$ cat src/rtl/reaction_bot.sv
`default_nettype none
// ============================================================================
// Module      : reaction_bot
// Description : Automated reaction-game player driving an active-low button.
// Revision    : 1.0 - initial release
// ============================================================================
module reaction_bot #(
    parameter int DELAY_W     = 10,
    parameter int HOLD_CYCLES = 4
) (
    input  logic               CLK,
    input  logic               RESET,
    input  logic               ENABLE,
    input  logic               SIGNAL,
    input  logic               FALSE_START,
    input  logic               CHEAT,
    input  logic [DELAY_W-1:0] DELAY,
    output logic               PRESS_N,
    output logic [2:0]         STATE,
    output logic [7:0]         PRESS_COUNT
);

    localparam int c_HOLD_W = (HOLD_CYCLES > 1) ? $clog2(HOLD_CYCLES) : 1;
    localparam logic [c_HOLD_W-1:0] c_HOLD_INIT = c_HOLD_W'(HOLD_CYCLES - 1);

    localparam logic [2:0] c_IDLE     = 3'd0;
    localparam logic [2:0] c_ARMED    = 3'd1;
    localparam logic [2:0] c_WAIT     = 3'd2;
    localparam logic [2:0] c_PRESS    = 3'd3;
    localparam logic [2:0] c_COOLDOWN = 3'd4;

    logic [2:0]          r_state;
    logic                r_press_n;
    logic [7:0]          r_count;
    logic [DELAY_W-1:0]  r_delay;
    logic [c_HOLD_W-1:0] r_hold;

    always_ff @(posedge CLK) begin
        if (!RESET) begin
            r_state   <= c_IDLE;
            r_press_n <= 1'b1;
            r_count   <= 8'd0;
            r_delay   <= '0;
            r_hold    <= '0;
        end else begin
            case (r_state)
                c_IDLE: begin
                    // Arming only on a dark light keeps a stale SIGNAL from starting a round.
                    if (ENABLE && !SIGNAL)
                        r_state <= c_ARMED;
                end
                c_ARMED: begin
                    if (!ENABLE) begin
                        r_state <= c_IDLE;
                    end else if (CHEAT || SIGNAL) begin
                        r_state <= c_WAIT;
                        r_delay <= DELAY;
                    end
                end
                c_WAIT: begin
                    if (!ENABLE) begin
                        r_state <= c_IDLE;
                    end else if (r_delay == '0) begin
                        r_state   <= c_PRESS;
                        r_press_n <= 1'b0;
                        r_hold    <= c_HOLD_INIT;
                        if (r_count != 8'hFF)
                            r_count <= r_count + 8'd1;
                    end else begin
                        r_delay <= r_delay - DELAY_W'(1);
                    end
                end
                c_PRESS: begin
                    if (r_hold == '0) begin
                        r_state   <= c_COOLDOWN;
                        r_press_n <= 1'b1;
                    end else begin
                        r_hold <= r_hold - c_HOLD_W'(1);
                    end
                end
                c_COOLDOWN: begin
                    if (!SIGNAL && !FALSE_START)
                        r_state <= c_IDLE;
                end
                default: begin
                    r_state   <= c_IDLE;
                    r_press_n <= 1'b1;
                end
            endcase
        end
    end

    assign PRESS_N     = r_press_n;
    assign STATE       = r_state;
    assign PRESS_COUNT = r_count;

endmodule
`default_nettype wire

$ cat config.mk
export PLATFORM = sky130hd
export DESIGN_NAME = reaction_bot
export DESIGN_NICKNAME = d
export VERILOG_FILES = /design/src/rtl/reaction_bot.sv
export SDC_FILE = /design/constraint.sdc
export NUM_CORES = 1
export LEC_CHECK = 0
export CORE_ASPECT_RATIO = 1.4
export CORE_MARGIN = 1.5
export CORE_UTILIZATION = 29
export DETAILED_ROUTE_END_ITERATION = 8
export DONT_BUFFER_PORTS = 1
export PLACE_DENSITY_LB_ADDON = 0.12
export SLEW_MARGIN = 30
export SYNTH_ARGS = -nofsm -noshare
export SYNTH_HDL_FRONTEND = slang
export SYNTH_SLANG_ARGS = --single-unit
$ cat constraint.sdc
create_clock -name CLK -period 2.4 [get_ports CLK]
set_input_delay 0.24 -clock CLK [delete_from_list [all_inputs] [get_ports CLK]]
set_output_delay 0.24 -clock CLK [all_outputs]
set_load 0.1 [all_outputs]
==> metrics.txt, run 1 <==
pin count of the biggest net entering global routing=25; H-tree depth=1; max-slew violations=0; clk root buf=clkbuf_8; Final ANT Viol Nets=0; final wirelength=3440 microns; Gate Count Post-Synth=175; Area Overhead vs Synth=17.6%; core area=0.00457 sq mm; GRT overflow=0; Worst Tran Pin Value=0.678 ns; CTS tree=done; Worst slew margin=54.8%; initial antenna violation count=0; final setup fails=0; Via-to-Cell Ratio=5.17; first-pass GRT wire length=5700 microns; Post-Synth Simple-Gate Area=27.9%; worst setup path class=reg2reg; Adder-Cell Fraction of Synth Area=2.70%; LEAKAGE=0.574 nW; Hold Crit Class=in2reg; worst hold stages=2; most frequent cells in the layout=dfxtp_1 (22), nor2_1 (22), buf_4 (18); pre-CTS WS=0.117 ns; DRC=0; Final GP Congestion=0.834; clock tree buffer depth=2; CP startpoint kind=flop; Die Y=84.9 microns; synth top area cells=dfxtp_1 (35%), nor2_1 (5.9%), nand2_1 (4.6%); pwr dens=514 mW/mm^2; Max-Cap Viols=0; fin crit period=2.25 ns; die width=61.5 microns; drt wl/cell=13.9 microns; # diodes=0; top_reg_cell synth=dfxtp_1; Yosys warnings=0; fin nets=206; CTS Buf Count=3; # port buffers=0; Critical Path AT=2.38 ns; syn nets=194; Setup crit end=PRESS_COUNT[6]; mux cell area share after synthesis=2.88%; 1st-pass router iterations=4; reg2reg end=PRESS_COUNT[6]; flop2flop setup slack=0.15 ns; syn avg cell area=7.94 sq um; CTS Hold Bufs=0; worst-path maximum fanout=10; worst clock skew=0.00351 ns; Fin. Hold Viols=0; critical path startpoint=r_delay[0]; Worst Setup Slack, final=0.150 ns; Clock transition at path regs=0.09 ns; number of cells on the worst reg-to-reg path=8; largest family of logic cells by synthesized area=simple AND/OR/NAND/NOR gates; post-synth top area share=34.6%; synthesized flop and latch total=24; complex-gate fraction of the synthesized area=21.2%; Worst-Skew Late Latency=0.26 ns; Initial DRC Count=42; outcome=finished, final reports clean; Die ar.=0.00522 sq mm; clock sink count=24; Tot Pwr=0.000839 W; post-synthesis sequential area ratio=34.6%; share of cells above drive strength 1=19.9%; CP Capture Type=flop; fin crit share=93.7%; IO Count=28; fraction of registers with async set or reset after synthesis=0%; starting density of the core=30.4%; number of fill cells in the layout=513; vias=1283; number of global-route vias before repair=1287; data required time at the worst endpoint=2.53 ns; dpl hpwl=2520 microns; GRT Total Usage=14.0%; dominant cell type by area after synthesis=dfxtp_1; Reg-to-Reg Start=r_delay[0]; Post-synth EDFFs=0; xor/xnor share of the synthesized area=4.41%; VDD IR max=0.165 mV; Fmax=445 MHz; synthesized area=0.00139 sq mm; row count=29; library cells used by synthesis=41
## state kept, by name, summed over array words and instances, names as in the netlist
signal / cells
PRESS_COUNT: 8
r_hold: 2
r_delay: 10
PRESS_N: 1
STATE: 3
## layout make-up
| type | count | area, sq um | share of cell area [%] |
|---|---|---|---|
| clock buffer | 4 | 55.1 | 3.37 |
| inverter | 6 | 22.5 | 1.38 |
| multi-input combinational | 133 | 840 | 51.4 |
| tap | 62 | 77.6 | 4.75 |
| timing repair buffer | 19 | 155 | 9.50 |
| sequential | 24 | 483 | 29.6 |
## per-layer routing
metal / GRT usage (%) / part of all wire (%)
met1: 16.1 / 43
met2: 25.2 / 52
met3: 2.74 / 4.4
met4: 3.48 / 0.70
met5: 0 / 0
## cells by family after synthesis
kind of cell	count (synthesis)
AND/OR/NAND/NOR	75
AO/OA/AOI/OAI	44
flip-flops	24
buffers and inverters	18
XOR/XNOR	7
multiplexers	4
adder cells (fa/ha/maj)	3
## repair_timing
action / in CTS / in global routing
hold endpoints to repair: 0 / 0
buffers inserted: 0 / 0
gates resized for setup: 0 / 4
setup endpoints to repair: 0 / 4
## synth_stat cells, types with 2 or more instances
cell type,number
a211oi_1,5
nand2_1,17
inv_1,6
nor2_1,22
nor3b_1,3
or4_2,2
buf_4,2
nor3_1,7
xnor2_1,6
clkbuf_1,5
nand4_1,2
o31ai_1,4
dfxtp_1,24
mux2i_1,4
nor4_1,6
ha_1,3
o21ai_0,9
nand2b_1,4
o211ai_1,5
nand3_1,5
buf_2,4
a21oi_1,11
## metrics by stage
step / cell area [sq um] / utilization, % / instances / setup TNS, ns / hold WS, ns
after detailed placement: 1560 / 34.1 / 244 / 0 / 0.395
after CTS: 1610 / 35.3 / 248 / 0 / 0.104
after global routing: 1630 / 35.7 / 248 / -0.00540 / 0.106
after floorplan: 1390 / - / 175 / -0.0964 / 0.392
final: 1630 / 35.7 / 248 / 0 / 0.113
after global placement: 1560 / 34.1 / 244 / 0 / 0.389
## worst max-delay path: stages (launching register included)
cell and delay [ns]:
dfxtp_1 0.35, inv_1 0.06, ha_1 0.15, or4b_4 0.46, or3_4 0.39, buf_4 0.19, nor4_2 0.31, xnor2_1 0.15
nor2_1 0.06
## report_power, final
group | leakage, nW | switching, W | internal (W)
sequential | 0.195 | 0.0000116 | 0.000406
clock | 0.0288 | 0.000132 | 0.000146
combinational | 0.351 | 0.0000886 | 0.0000539
total | 0.574 | 0.000233 | 0.000607
## how the worst min path moves through the flow
stage,end,slack (ns),start
2_1_floorplan,PRESS_COUNT[2],0.39,RESET
3_3_place_gp,STATE[1],0.39,RESET
3_5_place_dp,STATE[1],0.39,RESET
4_1_cts,STATE[1],0.10,RESET
5_1_grt,r_delay[0],0.11,RESET
6_report,STATE[1],0.11,RESET
No activity file was read; power rests on OpenSTA's default activity.
==> run 2: changes to the inputs <==
--- a/config.mk
+++ b/config.mk
@@ -5,12 +5,14 @@
 export SDC_FILE = /design/constraint.sdc
 export NUM_CORES = 1
 export LEC_CHECK = 0
+export CAP_MARGIN = 25
 export CORE_ASPECT_RATIO = 1.4
 export CORE_MARGIN = 1.5
 export CORE_UTILIZATION = 29
 export DETAILED_ROUTE_END_ITERATION = 8
 export DONT_BUFFER_PORTS = 1
 export PLACE_DENSITY_LB_ADDON = 0.12
+export RECOVER_POWER = 50
 export SLEW_MARGIN = 30
 export SYNTH_ARGS = -nofsm -noshare
 export SYNTH_HDL_FRONTEND = slang
==> run 2 against run 1 <==
Effect of this change:
- hold slack barely moved
- critical path type unchanged
- flip-flop and latch count did not move
- largest cell class unchanged
- first-iteration DRC count shrank 48%
==> metrics.txt, run 2 (synthesis results as in run 1) <==
outcome=finished, final reports clean; Clock transition at path regs=0.09 ns (about the same); Initial DRC Count=22 (-48%); GRT Total Usage=14.0% (unchanged); LEAKAGE=0.537 nW (-6.4%); pwr dens=523 mW/mm^2 (+1.8%); Critical Path AT=2.39 ns (about the same); fin crit period=2.25 ns (+0.00233 ns); 1st-pass router iterations=5 (+1); initial antenna violation count=0 (unchanged); Area Overhead vs Synth=15.1%; DRC=0 (unchanged); fin crit share=93.8% (+0.097 points); Final ANT Viol Nets=0 (unchanged); data required time at the worst endpoint=2.54 ns (about the same); clock tree buffer depth=2 (unchanged); share of cells above drive strength 1=15.1% (-4.8 points); VDD IR max=0.165 mV (about the same); Largest Register=r_delay; CP startpoint kind=flop; max-slew violations=0 (unchanged); CTS Buf Count=3 (unchanged); Worst Tran Pin Value=1.24 ns (+0.558 ns); CTS tree=done; Final GP Congestion=0.834 (unchanged); Via-to-Cell Ratio=5.21 (+0.70%); drt wl/cell=13.9 microns (about the same); CTS Hold Bufs=0 (unchanged); Hold Crit Class=in2reg; row count=29 (unchanged); Die Y=84.9 microns (unchanged); Die ar.=0.00522 sq mm (unchanged); dpl hpwl=2520 microns (unchanged); worst path cell trace=inv_1, ha_1, or4b_4, or3_4, buf_4, nor4_2, xnor2_1, nor2_1; final wirelength=3440 microns (about the same); clk root buf=clkbuf_8; max FFs per register=10 (unchanged); worst clock skew=0.00351 ns (+0.00000419 ns); vias=1292 (+0.70%); CP max-delay cell=or4b_4; Fmax=444 MHz (-0.10%); final setup fails=0 (unchanged); Worst-Skew Late Latency=0.26 ns (about the same); CP max stage delay=0.46 ns (about the same); H-tree depth=1 (unchanged); worst setup path class=reg2reg; Max-Cap Viols=0 (unchanged); WL met3=146 microns (-3.9%); met2 wire len=1800 microns (+0.62%); first-pass GRT wire length=5700 microns (unchanged); number of global-route vias before repair=1287 (unchanged); CP Capture Type=flop; Top Metal Used=met4; CP bufs+invs=2 (unchanged); worst-path maximum fanout=10 (unchanged); GRT overflow=0 (unchanged); clock sink count=24 (unchanged); met1 wire length=1470 microns (-0.27%); pin count of the biggest net entering global routing=25 (unchanged); # port buffers=0 (unchanged); setup bufs post-CTS=0 (unchanged); Core Util, Final=35.0% (-0.74 points); # diodes=0 (unchanged); die width=61.5 microns (unchanged); IO Count=28 (unchanged); setup TNS=0 ns (unchanged); core area=0.00457 sq mm (unchanged); critical path's top delay family=simple AND/OR/NAND/NOR gates; starting density of the core=30.4% (unchanged); most frequent cells in the layout=dfxtp_1 (22), nor2_1 (22), nand2_1 (17); Worst slew margin=17.6% (-37 points); fin nets=206 (unchanged); Fin. Hold Viols=0 (unchanged)
-- run 2: cell count changes in the layout (fill, tap and decap cells not counted), sizes merged --
cell / previous run / this run
buf: 19 / 10
clkbuf: 4 / 13
-- run 2: metrics by stage --
stage / std cells / total power [W] / hold slack, ns / setup slack [ns] / cell area, sq um
4_1_cts: 248 / 0.000850 / 0.104 / 0.0977 / 1610
3_5_place_dp: 244 / 0.000569 / 0.395 / 0.117 / 1560
2_1_floorplan: 175 / 0.000545 / 0.392 / -0.0482 / 1390
6_report: 248 / 0.000837 / 0.113 / 0.148 / 1600
3_3_place_gp: 244 / 0.000568 / 0.389 / 0.139 / 1560
5_1_grt: 248 / 0.000878 / 0.106 / -0.00540 / 1600
-- run 2: worst paths after layout --
| check | startpoint | endpoint | slack, ns | cells after the start |
|---|---|---|---|---|
| max | r_delay[0] | PRESS_COUNT[7] | 0.15 | 8 |
| min | RESET | STATE[1] | 0.11 | 2 |
| max reg2reg | r_delay[0] | PRESS_COUNT[7] | 0.15 | 8 |
| min reg2reg | PRESS_N | PRESS_N | 0.47 | 2 |
-- run 2: per-layer routing --
| layer | GRT usage [%] | vias to the layer above |
|---|---|---|
| met1 | 16.1 | 617 |
| li1 | - | 656 |
| met2 | 25.2 | 17 |
| met5 | 0 | - |
| met4 | 3.48 | 0 |
| met3 | 2.74 | 2 |
-- run 2: cell type report --
class                           count  area (sq um)
Clock buffer                        4          55.1
Fill cell                         519          2970
Inverter                            6          22.5
Multi-Input combinational cell    133           840
Sequential cell                    24           483
Tap cell                           62          77.6
Timing Repair Buffer               19           121
-- run 2: report_power, final --
| part | switching [W] | total, W | leakage [nW] | internal, W |
|---|---|---|---|---|
| clock network | 0.000132 | 0.000279 | 0.0288 | 0.000146 |
| logic | 0.0000887 | 0.000140 | 0.314 | 0.0000513 |
| registers | 0.0000116 | 0.000418 | 0.195 | 0.000406 |
-- run 2: worst reg2reg max path, cell delays in order (launching register included) --
cell	delay, ns
dfxtp_1	0.35
inv_1	0.07
ha_1	0.15
or4b_4	0.46
or3_4	0.39
buf_4	0.19
nor4_2	0.32
xnor2_1	0.16
nor2_1	0.06
-- run 2: timing repair --
action,CTS,global route
resized for setup,0,4
setup endpoints to repair,0,4
endpoints found under the hold margin,0,0
